### config.mk
export PLATFORM = sky130hd
export DESIGN_NAME = cam_loader
export DESIGN_NICKNAME = d
export VERILOG_FILES = /design/src/rtl/cam_pkg.sv /design/src/rtl/cam_loader.sv
export SDC_FILE = /design/constraint.sdc
export NUM_CORES = 1
export LEC_CHECK = 0
export BUFFER_PORTS_ARGS = -buffer_cell sky130_fd_sc_hd__buf_2
export CAP_MARGIN = 40
export CELL_PAD_IN_SITES_DETAIL_PLACEMENT = 0
export CELL_PAD_IN_SITES_GLOBAL_PLACEMENT = 1
export CORE_MARGIN = 1.5
export CORE_UTILIZATION = 40
export CTS_CLUSTER_DIAMETER = 50
export CTS_CLUSTER_SIZE = 8
export DETAILED_ROUTE_END_ITERATION = 6
export PLACE_DENSITY = 0.79
export SYNTH_ARGS = -nofsm -noshare
export SYNTH_HDL_FRONTEND = slang
export SYNTH_SLANG_ARGS = --single-unit
### constraint.sdc
create_clock -name CLK100MHZ -period 3 [get_ports CLK100MHZ]
set_input_delay 0 -clock CLK100MHZ [delete_from_list [all_inputs] [get_ports CLK100MHZ]]
set_output_delay 0 -clock CLK100MHZ [all_outputs]
set_load 0.05 [all_outputs]
### src/rtl/cam_pkg.sv
// cam_pkg: shared definitions for the CAM loader and the CAM array.
// Holds the burst op encodings, the loader FSM state type and clogb2.
package cam_pkg;

  localparam logic [1:0] OP_WRITE = 2'd0;
  localparam logic [1:0] OP_READ  = 2'd1;
  localparam logic [1:0] OP_CLEAR = 2'd2;

  typedef enum logic [2:0] {
    IDLE, WR_WAIT, WR_SET, WR_HOLD, RD_ADDR, RD_WAIT, RD_OUT, FINISH
  } state_t;

  // Bits needed to address n entries (ceil(log2(n))).
  function automatic int clogb2(input int n);
    int r;
    r = 0;
    while ((1 << r) < n) r++;
    return r;
  endfunction

endpackage

### src/rtl/cam_loader.sv
// cam_loader: host-side burst load/readback sequencer for the CAM array.
// Write bursts drive each row as a WR_SET (wea=1) / WR_HOLD (wea=0) pair so
// the array's row-enable register is cleared between rows. Read bursts wait
// RD_LAT cycles after cam_addr moves before capturing cam_dout.
// Optional: define CAM_LOADER_CLEAR_EN to make op2 (clear rows to zero) legal.
module cam_loader
  import cam_pkg::*;
#(
  parameter int WORD_SIZE  = 8,
  parameter int CELL_QUANT = 512,
  parameter int ADDR_W     = clogb2(CELL_QUANT),
  parameter int RD_LAT     = 1
) (
  input  logic                 CLK100MHZ,
  input  logic                 rst,
  input  logic                 cmd_valid,
  output logic                 cmd_ready,
  input  logic [1:0]           cmd_op,
  input  logic [ADDR_W-1:0]    cmd_base,
  input  logic [ADDR_W:0]      cmd_count,
  input  logic                 cmd_col,
  input  logic                 wr_valid,
  output logic                 wr_ready,
  input  logic [WORD_SIZE-1:0] wr_data,
  output logic                 rd_valid,
  input  logic                 rd_ready,
  output logic [WORD_SIZE-1:0] rd_data,
  output logic [ADDR_W-1:0]    cam_addr,
  output logic                 cam_col,
  output logic [WORD_SIZE-1:0] cam_din,
  output logic                 cam_wea,
  input  logic [WORD_SIZE-1:0] cam_dout,
  output logic                 busy,
  output logic                 done,
  output logic                 err
);

  state_t          state;
  logic [ADDR_W:0] row;      // one spare bit so row+1 past the last row never wraps
  logic [ADDR_W:0] rem;
  logic [ADDR_W:0] row_inc;
  logic [7:0]      lat_cnt;
  logic            clr;      // current burst is a clear (no wr_* handshake)
  logic [ADDR_W+1:0] end_row;
  logic            op_ok;
  logic            cmd_bad;

  assign row_inc = row + (ADDR_W+1)'(1);
  assign end_row = {2'b00, cmd_base} + {1'b0, cmd_count};

  // Command legality: nonzero count, burst fits in the array, known op.
  always_comb begin
`ifdef CAM_LOADER_CLEAR_EN
    op_ok = (cmd_op == OP_WRITE) || (cmd_op == OP_READ) || (cmd_op == OP_CLEAR);
`else
    op_ok = (cmd_op == OP_WRITE) || (cmd_op == OP_READ);
`endif
    cmd_bad = (cmd_count == '0) || (end_row > (ADDR_W+2)'(CELL_QUANT)) || !op_ok;
  end

  // Burst sequencer; every output is registered and set on entry to its state.
  always_ff @(posedge CLK100MHZ) begin
    if (rst) begin
      state     <= IDLE;
      row       <= '0;
      rem       <= '0;
      lat_cnt   <= '0;
      clr       <= 1'b0;
      cmd_ready <= 1'b1;
      wr_ready  <= 1'b0;
      rd_valid  <= 1'b0;
      rd_data   <= '0;
      cam_addr  <= '0;
      cam_col   <= 1'b0;
      cam_din   <= '0;
      cam_wea   <= 1'b0;
      busy      <= 1'b0;
      done      <= 1'b0;
      err       <= 1'b0;
    end else begin
      done <= 1'b0;
      err  <= 1'b0;
      case (state)
        IDLE: if (cmd_valid) begin
          if (cmd_bad) begin
            err <= 1'b1;
          end else begin
            row       <= {1'b0, cmd_base};
            rem       <= cmd_count;
            cam_col   <= cmd_col;
            cam_addr  <= cmd_base;
            cmd_ready <= 1'b0;
            busy      <= 1'b1;
            clr       <= 1'b0;
            case (cmd_op)
              OP_READ: state <= RD_ADDR;
`ifdef CAM_LOADER_CLEAR_EN
              OP_CLEAR: begin
                clr     <= 1'b1;
                cam_din <= '0;
                cam_wea <= 1'b1;
                state   <= WR_SET;
              end
`endif
              default: begin
                wr_ready <= 1'b1;
                state    <= WR_WAIT;
              end
            endcase
          end
        end
        WR_WAIT: if (wr_valid) begin
          cam_din  <= wr_data;
          cam_addr <= row[ADDR_W-1:0];
          cam_wea  <= 1'b1;
          wr_ready <= 1'b0;
          state    <= WR_SET;
        end
        WR_SET: begin
          cam_wea <= 1'b0;
          state   <= WR_HOLD;
        end
        WR_HOLD: begin
          rem <= rem - (ADDR_W+1)'(1);
          row <= row_inc;
          if (rem == (ADDR_W+1)'(1)) begin
            busy  <= 1'b0;
            done  <= 1'b1;
            state <= FINISH;
          end else if (clr) begin
            cam_addr <= row_inc[ADDR_W-1:0];
            cam_wea  <= 1'b1;
            state    <= WR_SET;
          end else begin
            wr_ready <= 1'b1;
            state    <= WR_WAIT;
          end
        end
        RD_ADDR: begin
          lat_cnt <= 8'(RD_LAT - 1);
          state   <= RD_WAIT;
        end
        RD_WAIT: if (lat_cnt == '0) begin
          rd_data  <= cam_dout;
          rd_valid <= 1'b1;
          state    <= RD_OUT;
        end else begin
          lat_cnt <= lat_cnt - 8'd1;
        end
        RD_OUT: if (rd_ready) begin
          rd_valid <= 1'b0;
          rem      <= rem - (ADDR_W+1)'(1);
          row      <= row_inc;
          if (rem == (ADDR_W+1)'(1)) begin
            busy  <= 1'b0;
            done  <= 1'b1;
            state <= FINISH;
          end else begin
            cam_addr <= row_inc[ADDR_W-1:0];
            state    <= RD_ADDR;
          end
        end
        FINISH: begin
          cmd_ready <= 1'b1;
          cam_col   <= 1'b0;
          state     <= IDLE;
        end
        default: state <= IDLE;
      endcase
    end
  end

endmodule
==> impl_metrics.ini <==
[layout]
finish.net_count = 678
multi_input_combinational_cell_area_sq_um = 2400
antennaDiodeCount = 0
register_area_sq_um = 1260
final_layout_size_suffix_gt1_share_pct = 21.4
area.growth.synth_to_final_pct = 28.3
mostFrequentLayoutCells = 75 x nand2_1, 75 x buf_2, 63 x dfxtp_1, 62 x a21oi_1, 50 x nor2_1
layout.filler_cells = 924

[global_routing]
grt_use_total_pct = 21.8
first_global_vias = 3629
antenna_violations_before_repair = 0
grt.overflow.total = 0
maximum_number_of_pins_on_one_net_before_global_route_repair = 43
grt_first_pass_wirelength_um = 17600

[synth]
count_of_state_elements_after_synthesis = 63
ys_types = 57
area_of_the_mapped_netlist_sq_um = 3770
synth_fp_nets = 568
avg_synthesized_cell_area_sq_um = 7.40
synthFlopType = dfxtp_1
postSynth.asyncResetShare_pct = 0
netlist_instances = 510
synth_edf_count = 0
count_of_yosys_warnings_during_synthesis = 0
synth-seq-area-share_pct = 33.4

[route]
vias = 3977
detail_route.drc_violations = 0
wl_per_cell_um = 14.9
post_drt_via_cell_ratio = 5.40
starting_drt_drc_count = 204
wl_um = 11000
firstDrtPassIters = 5
ant_nets = 0

[clock_tree]
htree_num_levels = 3
cts_inserted_buffers = 9
cts_tree = yes
clock_tree_sinks = 63
register_clock_pin_slew_on_the_reported_worst_setup_and_hold_paths_ns = 0.07
clock_tree.root_cell = clkbuf_8
ctsLongestPathBuffers = 2
clock_insertion_delay_worst_skew_ns = 0.34

[floorplan]
die_area_sq_um = 10000
initial_core_util_pct = 41.0
design.portCount = 76
chipHeight_um = 100
die_x_um = 100
core-area_sq_um = 9200
core.rowCount = 35

[timing]
finalHoldViolations = 0
fin_hold_ws_ns = 0.0345
fin_tns_setup_ns = 0
min_period_over_period_pct = 97.7
timing.final.crit_period_ns = 2.93
max_slew_vio_count = 0
maxSlewHeadroom_pct = 48.5
finalSetupViolations = 0
tightest_slew_ns = 0.773
max_freq_ghz = 0.341
finClkSkew_ns = 0.0114

[status]
run_status = finished clean

[critical_path]
worst-r2r-cell-count = 8
critPathArrivalTime_ns = 3.18
timing.critical_path.cells = dlygate4sd3_1 > buf_2 > ha_4 > o21a_1 > a21bo_2 > a31oi_4 > a21oi_1 > or4_4 > o22ai_4 > a21oi_4 > buf_12 > or3_1 > a31oi_1
r2r_slack_ns = 0.60
worst_setup_path_start_kind = input pin
slowest_stage = or4_4
critical-path-max-stage-delay_ns = 0.56
critical_path_required_ns = 3.25
worst_path_fanout_max = 13
crit_type = in2reg
cp-end-kind = flip-flop

[job]
max_cap_viol_count = 0

[power]
power.density_nw_per_um2 = 586
worst_ir_drop_vdd_v = 0.000347
static-leakage-power_nw = 2.00

[placement]
port_buffers = 75
gp_congestion = 0.865
place_hpwl_um = 7990

[min_path]
cells_on_worst_hold_path = 3
hold_path.class = in2reg
-- synth_stat cells, types with 7 or more instances --
cell | number | area (sq um)
nand3b_1 | 12 | 90.1
o21ai_0 | 37 | 185
mux2i_1 | 10 | 100
nand3_1 | 16 | 80.1
a31oi_1 | 8 | 50.1
and3_1 | 7 | 43.8
nand2_1 | 75 | 282
a21oi_1 | 63 | 315
nor2_1 | 50 | 188
clkbuf_1 | 24 | 90.1
dfxtp_1 | 63 | 1260
nor3_1 | 15 | 75.1
nor4_1 | 7 | 43.8
ha_1 | 14 | 175
inv_1 | 15 | 56.3
-- kinds of logic after synthesis --
logic type	count (synthesis)	share of synthesized area, %
AND/OR/NAND/NOR	217	27.6
AO/OA/AOI/OAI	152	24.3
flip-flops	63	33.4
buffers and inverters	42	4.21
adder cells (fa/ha/maj)	15	5.17
multiplexers	11	2.95
XOR/XNOR	10	2.32
-- area by class of cell --
type                            count  share of cell area, %
Timing Repair Buffer              125                   17.1
Clock inverter                      4                  0.465
Multi-Input combinational cell    405                   49.5
Sequential cell                    63                   26.0
Clock buffer                       12                   2.79
Inverter                           16                   1.24
Tap cell                          111                   2.87
-- critical path, delay by kind of cell --
kind | cells | cell delay (ns)
compound gates | 7 | 1.11
simple gates | 2 | 0.91
buf+inv | 3 | 0.87
fa+ha+maj | 1 | 0.28
-- what timing repair did --
item / in CTS / in global routing
endpoints found under the setup margin: 0 / 16
setup buffers: 0 / 4
endpoints found under the hold margin: 20 / 0
hold buffers: 20 / 0
resized for setup: 0 / 6
-- registers in the layout, indices dropped and copies added (netlist names), 3 cells and up --
| name | cells |
|---|---|
| row | 9 |
| cam_din | 8 |
| lat_cnt | 8 |
| state | 3 |
| rd_data | 8 |
| rem | 10 |
| cam_addr | 9 |
-- per-layer routing --
| layer | GRT usage, % | share of wire [%] | wire length [um] | up-vias |
|---|---|---|---|---|
| met1 | 29.2 | 47 | 5120 | 1859 |
| met3 | 3.90 | 3.4 | 379 | 9 |
| met2 | 36.3 | 49 | 5380 | 72 |
| li1 | - | - | - | 2037 |
| met5 | 0 | 0 | 0 | - |
| met4 | 5.85 | 0.96 | 106 | 0 |
-- power breakdown --
group          leakage [nW]  total [mW]  switching, mW  internal (mW)
Combinational          1.41        1.20          0.759          0.436
Sequential            0.511        1.03         0.0889          0.942
Clock                0.0801       0.612          0.316          0.296
-- worst paths after layout --
path | from | to
max reg2reg | rem[4] | cam_addr[5]
max | cmd_base[4] | row[0]
min reg2reg | rd_data[4] | rd_data[4]
min | cmd_op[1] | err
-- metrics by stage --
step	power, mW	instance area, sq um	utilization (%)	worst slack (ns)	cells
global placement	2.16	4400	47.9	0.0153	696
CTS	2.81	4760	51.8	0.0105	732
detailed placement	2.17	4400	47.9	-0.0691	696
finish	2.84	4840	52.7	0.0680	736
global route	3.03	4840	52.7	-0.0460	736
floorplan	1.85	3770	-	0.299	510
(Power assumes the default switching activity.)
